### src/rtl/sdrc_arb_pkg.sv
// Shared types and helpers for the SDRAM controller request-port arbiter.
package sdrc_arb_pkg;

    typedef enum logic [1:0] {
        ARB_IDLE = 2'd0,
        ARB_REQ  = 2'd1,
        ARB_XFR  = 2'd2
    } arb_state_t;

    // Width of a port index; never narrower than one bit.
    function automatic int arb_id_w(input int n_ports);
        return (n_ports < 2) ? 1 : $clog2(n_ports);
    endfunction

endpackage

### src/rtl/sdrc_rr_pick.sv
// Combinational round-robin select: the first requester at or after ptr, wrapping to 0.
module sdrc_rr_pick
    import sdrc_arb_pkg::*;
#(
    parameter int N_PORTS = 4,
    parameter int ID_W    = arb_id_w(N_PORTS)
) (
    input  logic [N_PORTS-1:0] req,
    input  logic [ID_W-1:0]    ptr,
    output logic [ID_W-1:0]    idx,
    output logic               found
);

    logic [ID_W-1:0] cand;

    // Walk the ports starting at ptr and keep the first one that is requesting.
    always_comb begin
        idx   = '0;
        found = 1'b0;
        cand  = '0;
        for (int i = 0; i < N_PORTS; i++) begin
            cand = ID_W'((int'(ptr) + i) % N_PORTS);
            if (!found && req[cand]) begin
                found = 1'b1;
                idx   = cand;
            end
        end
    end

endmodule

### src/rtl/sdrc_port_arbiter.sv
// Round-robin arbiter sharing the SDRAM controller application request port.
// Ownership is held from grant until the controller reports the last data beat,
// so owner_id can steer the read/write data paths for the whole burst.
module sdrc_port_arbiter
    import sdrc_arb_pkg::*;
#(
    parameter int N_PORTS = 4,
    parameter int ADDR_W  = 26,
    parameter int LEN_W   = 9,
    parameter int ACK_TMO = 255,
    localparam int ID_W   = arb_id_w(N_PORTS)
) (
    input  logic                      clk,
    input  logic                      reset_n,
    input  logic [N_PORTS-1:0]        port_req,
    input  logic [N_PORTS*ADDR_W-1:0] port_addr,
    input  logic [N_PORTS*LEN_W-1:0]  port_len,
    input  logic [N_PORTS-1:0]        port_wr_n,
    output logic [N_PORTS-1:0]        port_ack,
    output logic                      owner_vld,
    output logic [ID_W-1:0]           owner_id,
    output logic                      app_req,
    output logic [ADDR_W-1:0]         app_req_addr,
    output logic [LEN_W-1:0]          app_req_len,
    output logic                      app_req_wr_n,
    input  logic                      app_req_ack,
    input  logic                      app_xfr_done,
    output logic                      ack_tmo_err
);

    localparam int TMO_W = $clog2(ACK_TMO + 1);

    // Left as a plain internal signal so coverage interfaces can bind to it.
    arb_state_t      arb_state;
    logic [ID_W-1:0] rr_ptr;
    logic [ID_W-1:0] pick_idx;
    logic            pick_found;
    logic [ID_W-1:0] next_ptr;
    logic [TMO_W-1:0] tmo_cnt;

    sdrc_rr_pick #(
        .N_PORTS (N_PORTS),
        .ID_W    (ID_W)
    ) u_rr_pick (
        .req   (port_req),
        .ptr   (rr_ptr),
        .idx   (pick_idx),
        .found (pick_found)
    );

    assign next_ptr = (owner_id == ID_W'(N_PORTS - 1)) ? '0 : owner_id + 1'b1;

    // Arbitration FSM: grant in IDLE, hold the request until accepted, then wait for the burst to finish.
    always_ff @(posedge clk or negedge reset_n) begin
        if (!reset_n) begin
            arb_state    <= ARB_IDLE;
            rr_ptr       <= '0;
            owner_id     <= '0;
            owner_vld    <= 1'b0;
            app_req      <= 1'b0;
            app_req_addr <= '0;
            app_req_len  <= '0;
            app_req_wr_n <= 1'b0;
            port_ack     <= '0;
            tmo_cnt      <= '0;
            ack_tmo_err  <= 1'b0;
        end else begin
            port_ack    <= '0;
            ack_tmo_err <= 1'b0;
            case (arb_state)
                ARB_IDLE: begin
                    if (pick_found) begin
                        owner_id     <= pick_idx;
                        owner_vld    <= 1'b1;
                        app_req      <= 1'b1;
                        app_req_addr <= port_addr[int'(pick_idx)*ADDR_W +: ADDR_W];
                        app_req_len  <= port_len[int'(pick_idx)*LEN_W +: LEN_W];
                        app_req_wr_n <= port_wr_n[pick_idx];
                        tmo_cnt      <= TMO_W'(1);
                        ack_tmo_err  <= (ACK_TMO == 1);
                        arb_state    <= ARB_REQ;
                    end
                end
                ARB_REQ: begin
                    if (app_req_ack) begin
                        app_req            <= 1'b0;
                        port_ack[owner_id] <= 1'b1;
                        rr_ptr             <= next_ptr;
                        if (app_xfr_done) begin
                            owner_vld <= 1'b0;
                            arb_state <= ARB_IDLE;
                        end else begin
                            arb_state <= ARB_XFR;
                        end
                    end else if (tmo_cnt != TMO_W'(ACK_TMO)) begin
                        tmo_cnt     <= tmo_cnt + 1'b1;
                        ack_tmo_err <= (tmo_cnt == TMO_W'(ACK_TMO - 1));
                    end
                end
                ARB_XFR: begin
                    if (app_xfr_done) begin
                        owner_vld <= 1'b0;
                        arb_state <= ARB_IDLE;
                    end
                end
                default: begin
                    arb_state <= ARB_IDLE;
                end
            endcase
        end
    end

endmodule

### config.mk
export PLATFORM = sky130hd
export DESIGN_NAME = sdrc_port_arbiter
export DESIGN_NICKNAME = d
export VERILOG_FILES = /design/src/rtl/sdrc_arb_pkg.sv /design/src/rtl/sdrc_rr_pick.sv /design/src/rtl/sdrc_port_arbiter.sv
export SDC_FILE = /design/constraint.sdc
export NUM_CORES = 1
export LEC_CHECK = 0
export BUFFER_PORTS_ARGS = -buffer_cell sky130_fd_sc_hd__buf_2
export CAP_MARGIN = 10
export CORE_MARGIN = 4
export CORE_UTILIZATION = 32
export CTS_BUF_LIST = sky130_fd_sc_hd__clkbuf_4 sky130_fd_sc_hd__clkbuf_8
export DETAILED_ROUTE_END_ITERATION = 16
export GPL_TIMING_DRIVEN = 0
export HOLD_SLACK_MARGIN = 0.15
export PLACE_DENSITY = 0.66
export RECOVER_POWER = 100
export SYNTH_ARGS = -nofsm -noshare
export SYNTH_HDL_FRONTEND = slang
export SYNTH_SLANG_ARGS = --single-unit
### constraint.sdc
create_clock -name clk -period 5.85 [get_ports clk]
set_clock_uncertainty 0.1 [all_clocks]
set_input_delay 0.585 -clock clk [delete_from_list [all_inputs] [get_ports clk]]
set_output_delay 0.585 -clock clk [all_outputs]
set_load 0.02 [all_outputs]
==> results_dict.tcl <==
set metrics [dict create \
    run_status "finished clean" \
    globalRouteOverflowTotal 0 \
    worstPathMaxFanout 10 \
    worst_skew_pair.late_latency_ns 0.34 \
    drc_errors 0 \
    drv_cap 0 \
    syn-num-nets 484 \
    slew_headroom_pct 10.1 \
    hold_path.class "in2reg" \
    final.setup.tns_ns 0 \
    postSynthCellCount 322 \
    post-synth-top-area-fraction_pct 41.2 \
    timing.critical_path.arrival_ns 3.08 \
    drive_above_1_share_pct 34.0 \
    clock_tree.root_cell "clkbuf_8" \
    placement_rows 37 \
    synthArstFlopShare_pct 100 \
    grt_pass1_wl_um 17700 \
    vdd.ir_drop.worst_uv 204 \
    cts_htree_levels 3 \
    cts_tree "done" \
    layout_min_cycle_time_ns 2.97 \
    design.portCount 197 \
    timing_worst_slew_pin_value_ns 1.35 \
    fp.dieW_um 112 \
    die_h_um 112 \
    clk_transition_reported_paths_ns 0.07 \
    detailed_placement_hpwl_um 8880 \
    cts.sinks 57 \
    count_of_final_max_slew_check_failures 0 \
    io_buffer_count 196 \
    post_synth.cell_area_avg_um2 10.7 \
    postRouteAntennaNets 0 \
    postLayoutSetupSlackWorst_ns 2.88 \
    start_kind "flop" \
    routed_via_density 5.04 \
    vias 3388 \
    setup.worst_path.end_class "flop" \
    setup-violations-final 0 \
    synth_enable_flop_cells 0 \
    floorplan.core_area_um2 10400 \
    synth-main-ff-cell "dfrtp_1" \
    drt-wirelength-per-cell_um 16.6 \
    yosysWarnings 0 \
    synth_top_area_cell "dfrtp_1" \
    placement.setup.worst_slack_ns 3.37 \
    rsz_0062_raised_after_global_routing "no" \
    ys_seq_elements 57 \
    critical_path_start_end_classification "reg2reg" \
    nNetsFinal 693 \
    start_util_pct 33.2 \
    hold_violation_total_from_the_final_report 0 \
    antennaDiodeCount 0 \
    synthDistinctLibCells 45 \
    cts_made_buffers 9 \
    grt_pass1_vias 3562 \
    die_ar_um2 12500 \
    finalCritPeriodShare_pct 50.8 \
    finalWeightedCongestion 0.927 \
    number_of_antenna_violations_at_the_first_check_in_global_routing 0 \
    drt-pass1-iter-count 4 \
    total_leakage_power_nw 2.44 \
    top_cells_by_area_synth "dfrtp_1, mux2i_1, o221ai_1" \
    postLayoutCoreUtil_pct 45.3 \
    maximum_number_of_pins_on_one_net_before_global_route_repair 36 \
    seq_area_frac_synth_pct 41.2 \
    totalWireLength_um 11200 \
    power_density_over_the_cells_nw_per_um2 486 \
    cts-root-to-sink-buffers 2 \
    cell_area_synth_um2 3460 \
    grt_util_all_layers_pct 17.3 \
    areaGrowthSynthToFinish_pct 36.6 \
    max_freq_ghz 0.336 \
    worst_ep_required_time_ns 5.96 \
    drt_iter0_markers 123 \
    post_cts_buffers 0 \
]
-- routing by layer --
metal / up-vias / GRT usage [%] / share of wire, % / wire [um]
met4: 0 / 4.49 / 1.3 / 145
met3: 15 / 4.84 / 7.2 / 805
li1: 1621 / - / - / -
met2: 133 / 31.1 / 52 / 5800
met5: - / 0 / 0 / 0
met1: 1619 / 20.4 / 40 / 4430
-- critical path, cell delays in order (launching register included) --
cell      delay, ns
dfrtp_1        0.43
nor2b_1        0.17
a21oi_1        0.10
o221ai_2       0.16
clkbuf_1       0.68
clkbuf_1       0.70
mux2i_1        0.33
o221ai_1       0.15
-- registers in the layout (all words and copies together), names as in the netlist --
| name | count |
|---|---|
| ack_tmo_err | 1 |
| port_ack | 4 |
| app_req | 1 |
| app_req_addr | 26 |
| rr_ptr | 2 |
| owner_id | 2 |
| app_req_wr_n | 1 |
| owner_vld | 1 |
| app_req_len | 9 |
| tmo_cnt | 8 |
| arb_state | 2 |
-- Yosys cell counts, types with 2 or more instances --
cell	instances
a21oi_1	7
and3_1	4
buf_1	3
buf_2	6
buf_6	3
buf_8	7
dfrtp_1	57
ha_1	10
inv_1	9
mux2i_1	72
nand2_1	48
nand2b_1	2
nand3_1	4
nor2_1	9
nor2b_1	4
o211ai_1	2
o21ai_0	6
o221ai_1	37
o31ai_1	4
or4_1	2
xor2_1	2
-- cell usage in the layout (no fill, tap or decap), types with 2 or more instances in the layout --
cell type,instances
and2b_1,2
nor2_1,9
buf_6,2
nand2b_1,2
and3_1,4
buf_2,155
clkinv_2,2
mux2i_1,72
buf_8,3
dfrtp_1,57
clkbuf_1,53
nand3_1,4
or4_1,2
clkbuf_8,10
nand2_1,48
nor2b_1,4
a21oi_1,7
clkinvlp_4,2
buf_1,3
o21ai_0,7
xor2_1,2
ha_1,10
inv_1,9
o211ai_1,2
o31ai_1,4
o221ai_1,37
-- cell type report --
| class | count | area [um^2] |
|---|---|---|
| clock buffer | 11 | 145 |
| buffer | 20 | 130 |
| sequential | 57 | 1430 |
| fill | 1067 | 5690 |
| inverter | 9 | 33.8 |
| timing repair buffer | 198 | 953 |
| tap | 136 | 170 |
| multi-input combinational | 236 | 1810 |
| clock inverter | 5 | 55.1 |
-- report_power, final --
group	switching, W	internal [W]	total (W)
logic	0.000772	0.000470	0.00124
registers	0.000112	0.000564	0.000676
clock network	0.000165	0.000211	0.000377
-- through the flow --
step                      instance area, um^2  hold WS [ns]  total power (W)  std cells
after CTS                                4840         0.348          0.00241        672
after global routing                     4720         0.374          0.00247        672
final                                    4720         0.365          0.00229        672
after floorplan                          3460         0.189          0.00158        322
after detailed placement                 4630         0.368          0.00202        655
after global placement                   4610         0.366          0.00198        654
-- kinds of logic (layout without fill, tap and decap cells) --
group	after synthesis	count (layout)	synth area share [%]
and+or+nand+nor	83	83	11.6
muxes	74	74	21.5
AOI/OAI and AO/OA	66	66	15.0
DFF	57	57	41.2
buffers and inverters	29	243	6.29
adders and majority gates	10	10	3.62
xor gates and xnor gates	3	3	0.760
-- path summary, 6_finish.rpt --
kind	depth (start not counted)	slack (ns)	start	to
max in group asynchronous	3	3.84	reset_n	app_req_addr[19]$_DFFE_PN0P_
max	7	2.88	rr_ptr[0]$_DFFE_PN0P_	app_req_addr[22]$_DFFE_PN0P_
min reg2reg	2	0.39	app_req_addr[22]$_DFFE_PN0P_	app_req_addr[22]$_DFFE_PN0P_
min in group asynchronous	2	0.98	reset_n	app_req_len[2]$_DFFE_PN0P_
min	2	0.37	app_xfr_done	arb_state[1]$_DFFE_PN0P_
max reg2reg	7	2.88	rr_ptr[0]$_DFFE_PN0P_	app_req_addr[22]$_DFFE_PN0P_
-- timing repair --
item | 4_1_cts | 5_1_grt
hold endpoints to repair | 22 | 0
resized for setup | 0 | 0
hold buffers | 1 | 0
Power figures use the tool's default switching activity.
